## src/rtl/mips_pkg.sv

```systemverilog
// Shared MIPS-style encodings for the PC sequencer: branch conditions, FSM states, instruction size.
package mips_pkg;

    localparam int unsigned INST_BYTES = 4;
    localparam int unsigned COND_W     = 3;
    localparam int unsigned STATE_W    = 2;
    localparam int unsigned INDEX_W    = 26;

    // Branch condition encodings (11x = never taken)
    localparam logic [COND_W-1:0] COND_EQ  = 3'b000;
    localparam logic [COND_W-1:0] COND_NE  = 3'b001;
    localparam logic [COND_W-1:0] COND_LEZ = 3'b010;
    localparam logic [COND_W-1:0] COND_GTZ = 3'b011;
    localparam logic [COND_W-1:0] COND_LTZ = 3'b100;
    localparam logic [COND_W-1:0] COND_GEZ = 3'b101;

    // Sequencer FSM states
    localparam logic [STATE_W-1:0] ST_IDLE  = 2'd0;
    localparam logic [STATE_W-1:0] ST_FETCH = 2'd1;
    localparam logic [STATE_W-1:0] ST_EXEC  = 2'd2;
    localparam logic [STATE_W-1:0] ST_HALT  = 2'd3;

endpackage

```

## src/rtl/pc_target_calc.sv

```systemverilog
// Next-PC calculation: branch condition evaluation, target adders and priority select.
module pc_target_calc
    import mips_pkg::*;
#(
    parameter int unsigned ADDR_W = 32
) (
    input  logic [ADDR_W-1:0]  pc,
    input  logic               branch,
    input  logic [COND_W-1:0]  branch_cond,
    input  logic               alu_zero,
    input  logic               alu_neg,
    input  logic               jump,
    input  logic               jump_reg,
    input  logic [ADDR_W-1:0]  imm_offset,
    input  logic [INDEX_W-1:0] jump_index,
    input  logic [ADDR_W-1:0]  reg_target,
    output logic [ADDR_W-1:0]  pc4_c,
    output logic [ADDR_W-1:0]  next_pc_c,
    output logic               misaligned_c
);

    logic              taken;
    logic [ADDR_W-1:0] branch_tgt;
    logic [ADDR_W-1:0] jump_tgt;

    // Branch condition from ALU flags
    always_comb begin
        taken = 1'b0;
        case (branch_cond)
            COND_EQ:  taken = alu_zero;
            COND_NE:  taken = !alu_zero;
            COND_LEZ: taken = alu_neg || alu_zero;
            COND_GTZ: taken = !alu_neg && !alu_zero;
            COND_LTZ: taken = alu_neg;
            COND_GEZ: taken = !alu_neg;
            default:  taken = 1'b0;
        endcase
    end

    // Candidate targets; all sums wrap modulo 2^ADDR_W
    always_comb begin
        pc4_c        = pc + ADDR_W'(INST_BYTES);
        branch_tgt   = pc4_c + (imm_offset << 2);
        jump_tgt     = {pc4_c[ADDR_W-1:28], jump_index, 2'b00};
        misaligned_c = jump_reg && (reg_target[1:0] != 2'b00);
    end

    // Priority select: jump_reg > jump > taken branch > sequential
    always_comb begin
        next_pc_c = pc4_c;
        if (jump_reg) begin
            next_pc_c = reg_target;
        end else if (jump) begin
            next_pc_c = jump_tgt;
        end else if (branch && taken) begin
            next_pc_c = branch_tgt;
        end
    end

endmodule

```

## src/rtl/pc_sequencer.sv

```systemverilog
// PC sequencer: owns the PC, fetches over valid/ready, waits for retire, commits next PC.
// Optional feature macro PC_EXC_EN: adds exc_req/epc and redirects faults to EXC_VECTOR.
module pc_sequencer
    import mips_pkg::*;
#(
    parameter int unsigned       ADDR_W       = 32,
`ifdef PC_EXC_EN
    parameter logic [ADDR_W-1:0] EXC_VECTOR   = ADDR_W'(32'h0000_0180),
`endif
    parameter logic [ADDR_W-1:0] RESET_VECTOR = ADDR_W'(32'h0000_0000)
) (
    input  logic               clk,
    input  logic               rst_,
    output logic [ADDR_W-1:0]  fetch_addr,
    output logic               fetch_valid,
    input  logic               fetch_ready,
    input  logic               inst_done,
    input  logic               branch,
    input  logic [COND_W-1:0]  branch_cond,
    input  logic               alu_zero,
    input  logic               alu_neg,
    input  logic               jump,
    input  logic               jump_reg,
    input  logic [ADDR_W-1:0]  imm_offset,
    input  logic [INDEX_W-1:0] jump_index,
    input  logic [ADDR_W-1:0]  reg_target,
    output logic [ADDR_W-1:0]  link_addr,
    output logic               misaligned_err,
`ifdef PC_EXC_EN
    input  logic               exc_req,
    output logic [ADDR_W-1:0]  epc,
`endif
    output logic               halted
);

    logic [STATE_W-1:0] state;
    logic [STATE_W-1:0] state_next;
    logic [ADDR_W-1:0]  pc;
    logic [ADDR_W-1:0]  pc_next;
    logic               err_next;
    logic [ADDR_W-1:0]  pc4_c;
    logic [ADDR_W-1:0]  next_pc_c;
    logic               misaligned_c;
`ifdef PC_EXC_EN
    logic [ADDR_W-1:0]  epc_next;
`endif

    pc_target_calc #(.ADDR_W(ADDR_W)) u_calc (
        .pc           (pc),
        .branch       (branch),
        .branch_cond  (branch_cond),
        .alu_zero     (alu_zero),
        .alu_neg      (alu_neg),
        .jump         (jump),
        .jump_reg     (jump_reg),
        .imm_offset   (imm_offset),
        .jump_index   (jump_index),
        .reg_target   (reg_target),
        .pc4_c        (pc4_c),
        .next_pc_c    (next_pc_c),
        .misaligned_c (misaligned_c)
    );

    assign fetch_addr = pc;
    assign link_addr  = pc4_c;

    // Next-state, next-PC and fault decode
    always_comb begin
        state_next = state;
        pc_next    = pc;
        err_next   = 1'b0;
`ifdef PC_EXC_EN
        epc_next   = epc;
`endif
        case (state)
            ST_IDLE: state_next = ST_FETCH;
            ST_FETCH: begin
                if (fetch_ready) begin
                    state_next = ST_EXEC;
                end
            end
            ST_EXEC: begin
`ifdef PC_EXC_EN
                if (exc_req) begin
                    epc_next   = pc;
                    pc_next    = EXC_VECTOR;
                    state_next = ST_FETCH;
                end else
`endif
                if (inst_done) begin
                    if (misaligned_c) begin
                        err_next   = 1'b1;
`ifdef PC_EXC_EN
                        epc_next   = pc;
                        pc_next    = EXC_VECTOR;
                        state_next = ST_FETCH;
`else
                        state_next = ST_HALT;
`endif
                    end else begin
                        pc_next    = next_pc_c;
                        state_next = ST_FETCH;
                    end
                end
            end
            ST_HALT: state_next = ST_HALT;
            default: state_next = ST_IDLE;
        endcase
    end

    // State, PC and registered status outputs
    always_ff @(posedge clk or negedge rst_) begin
        if (!rst_) begin
            state          <= ST_IDLE;
            pc             <= RESET_VECTOR;
            fetch_valid    <= 1'b0;
            misaligned_err <= 1'b0;
            halted         <= 1'b0;
        end else begin
            state          <= state_next;
            pc             <= pc_next;
            fetch_valid    <= (state_next == ST_FETCH);
            misaligned_err <= err_next;
            halted         <= (state_next == ST_HALT);
        end
    end

`ifdef PC_EXC_EN
    // Exception PC capture
    always_ff @(posedge clk or negedge rst_) begin
        if (!rst_) begin
            epc <= '0;
        end else begin
            epc <= epc_next;
        end
    end
`endif

endmodule

```

## config.mk

```make
export PLATFORM = sky130hd
export DESIGN_NAME = pc_sequencer
export DESIGN_NICKNAME = d
export VERILOG_FILES = /design/src/rtl/mips_pkg.sv /design/src/rtl/pc_target_calc.sv /design/src/rtl/pc_sequencer.sv
export SDC_FILE = /design/constraint.sdc
export NUM_CORES = 1
export LEC_CHECK = 0
export CORE_ASPECT_RATIO = 1.25
export CORE_MARGIN = 2
export CORE_UTILIZATION = 41
export CTS_CLUSTER_SIZE = 12
export DETAILED_ROUTE_END_ITERATION = 8
export PLACE_DENSITY_LB_ADDON = 0.1
export SYNTH_ARGS = -nofsm -noshare
export SYNTH_HDL_FRONTEND = slang
export SYNTH_SLANG_ARGS = --single-unit
```

## constraint.sdc

```tcl
create_clock -name clk -period 3.2 [get_ports clk]
set_input_delay 0.64 -clock clk [delete_from_list [all_inputs] [get_ports clk]]
set_output_delay 0.64 -clock clk [all_outputs]
set_load 0.01 [all_outputs]
```

Yosys cells after proc, flatten, opt, wreduce, memory -nomap -nowiden
Cells that the tools add are included.

Output and inout port bits: 67. Word-level logic and storage cells: 39. Bits of input ports: 102. Bits in registers: 37.

Multiplexer cells: 11. Eq/ne operators: 10. Reduce and logical (&&, ||, !) cells: 10. $add $sub $neg: 2. Bitwise operators: 1.

Operators with widths (count): $mux 32 (3); $add 32x3->32 const B (1); $add 32x32->32 (1); $pmux 2 s4 (1); $eq 2x2->1 const B (3); $eq 3x2->1 const B (2); $eq 3x3->1 const B (2); $mux 2 (3); $pmux 1 s6 (1); $eq 2x1->1 const B (2); $eq 3x1->1 const B (1); $logic_and 1x1->1 (3); $logic_not 3->1 (1); $mux 1 (3); $reduce_and 3->1 (1); $logic_not 1->1 (2); $logic_not 2->1 (1); $reduce_bool 2->1 (1); $logic_or 1x1->1 (1); $not 1->1 (1).

Depth between registers and ports, before layout
Gate-level depths: netlist of run 1.

Word-level depth: 7. Gate-level depth with buffers: 15.

Modules after synthesis
A second synthesis of run 1 with hierarchy kept.

Cell total of the unflattened synthesis: 553. Area total of the unflattened synthesis: 4673.2 sq um.

By module, submodules not included: pc_target_calc (area each 3131.8 sq um, cells each 468, instances 1); pc_sequencer (area each 1541.5 sq um, cells each 85, instances 1).

Worst setup path after synthesis of run 1
No wires, ideal clock.

Path type: register -> register. Start point: register pc[2] (netlist: fetch_addr[2]). End point: register pc[29] (netlist: fetch_addr[29]). Stages on the path, launching flop included: 16. Required time: 3067 ps. Arrival time: 3614 ps. Buffers on the path: 1. Period minus slack after synthesis: 3747 ps. Setup slack: -547 ps. Library setup time: 133 ps. Cells stage by stage: dfrtp_1 ha_1 nand4_2 nor4_4 nand4_1 xnor2_1 ha_1 buf_2 a21o_1 a21oi_1 nor2b_1 o41ai_1 o2111a_1 o21ai_0 a211oi_1 o31ai_1.

Word-level cells in the longest chain between the ends: 5.

RTL lines: start: declaration (line pc_sequencer.sv:38) `logic [ADDR_W-1:0] pc;`; start signal: assignment (line pc_sequencer.sv:121) `pc <= pc_next;`; $add 32x3->32 (line pc_target_calc.sv:42) `pc4_c = pc + ADDR_W'(INST_BYTES);`; net link_addr[22] (line pc_sequencer.sv:27) `output logic [ADDR_W-1:0] link_addr,`; $add 32x32->32 (line pc_target_calc.sv:43) `branch_tgt = pc4_c + (imm_offset << 2);`; $mux 32 (line pc_target_calc.sv:55) `end else if (branch && taken) begin`; $mux 32 (line pc_target_calc.sv:53) `end else if (jump) begin`; $mux 32 (line pc_target_calc.sv:51) `if (jump_reg) begin`.

The timed path passes the listed nets, and every way through them passes these cells. A chain may end at the register's enable or synchronous reset.

Final worst setup path of run 1
Start point: register pc[11] (netlist: fetch_addr[11]). End point: register pc[29] (netlist: fetch_addr[29]).

Word-level cells in the longest chain between the ends: 5.

RTL lines (line): $add 32x3->32 (*) (pc_target_calc.sv:42); $add 32x32->32 (pc_target_calc.sv:43); $mux 32 (pc_target_calc.sv:55); $mux 32 (*) (pc_target_calc.sv:53); $mux 32 (*) (pc_target_calc.sv:51).

Mark *: on every way between the ends. The rest lies on a longest branch, timed or not.

==> flow_summary.yaml, run 1 <==
cells_and_area:
  diodes: 0
  instances_no_fill: 1012
  final_common_cell: "clkdlybuf4s50_1"
  layout_common_cells: "clkdlybuf4s50_1, buf_4, nand2_1, nor2_1, a21oi_1"
  design_area_um2: 8330
  drive_gt1_frac: 0.327
  area_delta_synth_final_pct: 87.1
  nets: 1018
cts:
  tritoncts: "done"
  cts_made_buffers: 5
  clk_pin_slew_ns: 0.07
  ctsLongestPathBuffers: 2
  cts.sinks: 37
  htree_levels: 2
  root_buffer: "clkbuf_16"
  insertion_delay_ns: 0.29
grt:
  grt_pass1_vias: 6067
  grt_max_degree: 38
  grt_use_total: 0.327
  grt_pass1_wl_um: 30400
  antenna_found_initial: 0
  grt_overflow_total: 0
critical_path:
  crit_slowest_cell: "dfrtp_1"
  path_buf_inv: 2
  crit_chain: "nand2_4 > buf_4 > nor4_4 > buf_6 > nand4_1 > xnor2_2 > ha_4 > a21o_1 > a21oi_1 > nor2b_1 > o41ai_2 > o2111a_1 > o21ai_0 > a211oi_2 > o31ai_1"
  cp_top_family: "compound AO/OA/AOI/OAI gates"
  crit_type: "flip-flop to flip-flop"
  worst-path-max-fanout: 6
  end_kind: "flip-flop"
  required_ns: 3.37
  worstPathArrival_ns: 3.49
  slowest_delay_ns: 0.40
  start_kind: "flip-flop"
sta:
  fin_ws_ns: -0.119
  clock_skew_ns: 0.00639
  hold_viol_final: 0
  fmax_mhz: 301
  setup_viol: 5
  drv_slew: 0
  worst_pin_slew_ns: 0.976
  maxSlewHeadroom: 0.349
  fin_crit_ns: 3.32
  fin_crit_sh: 1.04
  rsz0062_at_grt: "yes"
outcome:
  failed_checks: "negative setup slack"
  outcome: "finished with violations"
die:
  start_util: 0.421
  core_um2: 10600
  ios: 169
  die_area_um2: 11700
  die_w_um: 97.2
  fp.dieH_um: 120
  core.rowCount: 42
flow_run:
  drv_cap: 0
power:
  powerDensity_nw_per_um2: 851
  p_leak_uw: 0.00363
  ir_drop_mv: 0.624
yosys:
  synth_fp_nets: 711
  syn_area_um2: 4450
  yosysWarningCount: 0
  ys_async_sr_fraction: 1.00
  syn_area_per_cell_um2: 7.78
  synth_cell_type_count: 66
  ys.flop_type: "dfrtp_1"
  synth_edf_count: 0
  yosysSeqAreaShare: 0.208
  synthCells: 572
  yosys_register_bits: 37
placed_design:
  place_congestion: 0.987
  place_ws_ns: -0.333
  dp.cells: 977
  dpl_cell_area_um2: 7270
  dp_hpwl_um: 14900
  numPortBuffers: 166
routing:
  vias: 5906
  wl_per_cell_um: 19.7
  routed_wl_um: 19900
  drtAntennaViolNets: 0
  first_iter_violations: 298
  via_per_inst: 5.84
  drtPass1Iterations: 5
  drc: 0
hold_path:
  hp-class: "input port to async pin"
==> cell families (layout without fill, tap and decap cells) <==
| family | after synthesis | in the layout | synth area share |
|---|---|---|---|
| xor gates and xnor gates | 55 | 55 | 0.112 |
| DFF | 37 | 37 | 0.208 |
| adders and majority gates | 37 | 37 | 0.106 |
| muxes | 7 | 7 | 0.0157 |
| and+or+nand+nor | 210 | 210 | 0.242 |
| buffers and inverters | 42 | 350 | 0.0416 |
| AOI/OAI and AO/OA | 184 | 184 | 0.275 |
==> synthesized netlist by cell type (12+ instances only) <==
cell | n | area (um2)
a211oi_1 | 13 | 97.6
a21oi_1 | 53 | 265
clkbuf_1 | 19 | 71.3
dfrtp_1 | 37 | 926
ha_1 | 36 | 450
nand2_1 | 55 | 206
nand3_1 | 23 | 115
nand4_1 | 13 | 81.3
nor2_1 | 52 | 195
nor3_1 | 16 | 80.1
o211ai_1 | 12 | 90.1
o21ai_0 | 35 | 175
xnor2_1 | 36 | 315
xor2_1 | 17 | 149
==> report_power, final <==
part | switching (uW) | internal, uW | leakage (uW) | total, uW
sequential | 189 | 647 | 0.000458 | 836
combinational | 2640 | 3020 | 0.00309 | 5660
clock | 222 | 369 | 0.0000800 | 591
total | 3050 | 4040 | 0.00363 | 7090
==> flip-flops by register name, indices dropped and copies added, names as in the netlist <==
signal / flops
fetch_valid: 1
misaligned_err: 1
state: 2
fetch_addr: 32
halted: 1
==> cell type report <==
type                    count  area, um2
multi-input cells         493       4080
inverters                  11       41.3
well taps                 132        165
clock buffers               5        125
clock inverters             3       46.3
fillers                   743       2230
repair buffers            331       2940
flip-flops and latches     37        928
==> metal layers <==
metal	track usage	wire, um	vias to the layer above
met1	0.353	7310	2827
met5	0	0	-
met2	0.607	10500	276
met3	0.0514	1180	73
met4	0.175	971	0
li1	-	-	2730
==> final timing paths <==
kind | depth (start not counted) | to | from | slack, ns
max in group asynchronous | 1 | fetch_addr[3]$_DFFE_PN0P_ | rst_ | 2.02
max reg2reg | 15 | fetch_addr[29]$_DFFE_PN0P_ | fetch_addr[11]$_DFFE_PN0P_ | -0.12
min | 1 | state[0]$_DFF_PN0_ | rst_ | 0.51
min in group clk | 1 | fetch_addr[0]$_DFFE_PN0P_ | fetch_addr[0]$_DFFE_PN0P_ | 0.52
max | 15 | fetch_addr[29]$_DFFE_PN0P_ | fetch_addr[11]$_DFFE_PN0P_ | -0.12
min reg2reg | 1 | fetch_addr[0]$_DFFE_PN0P_ | fetch_addr[0]$_DFFE_PN0P_ | 0.52
==> per-stage QoR <==
stage / power [uW] / util / hold WS [ns] / setup TNS (ns)
final: 7090 / 0.788 / 0.510 / -0.376
after global routing: 7510 / 0.788 / 0.538 / -2.10
after CTS: 6470 / 0.736 / 0.521 / -0.451
after detailed placement: 5520 / 0.688 / 0.506 / -3.60
after global placement: 5460 / 0.688 / 0.495 / -3.45
after floorplan: 3180 / - / 0.344 / -0.870
==> repair_timing <==
action,4_1_cts,5_1_grt
setup buffers,17,12
pin swaps,39,53
endpoints found under the setup margin,24,29
hold buffers,0,0
resized for setup,44,89
Power figures use the tool's default switching activity.
==> run 2: changes to the inputs <==
CTS_CLUSTER_DIAMETER = 150   (was not set)
==> results of run 2 <==
The final DEF is identical to that of run 1; final timing and power are the same.
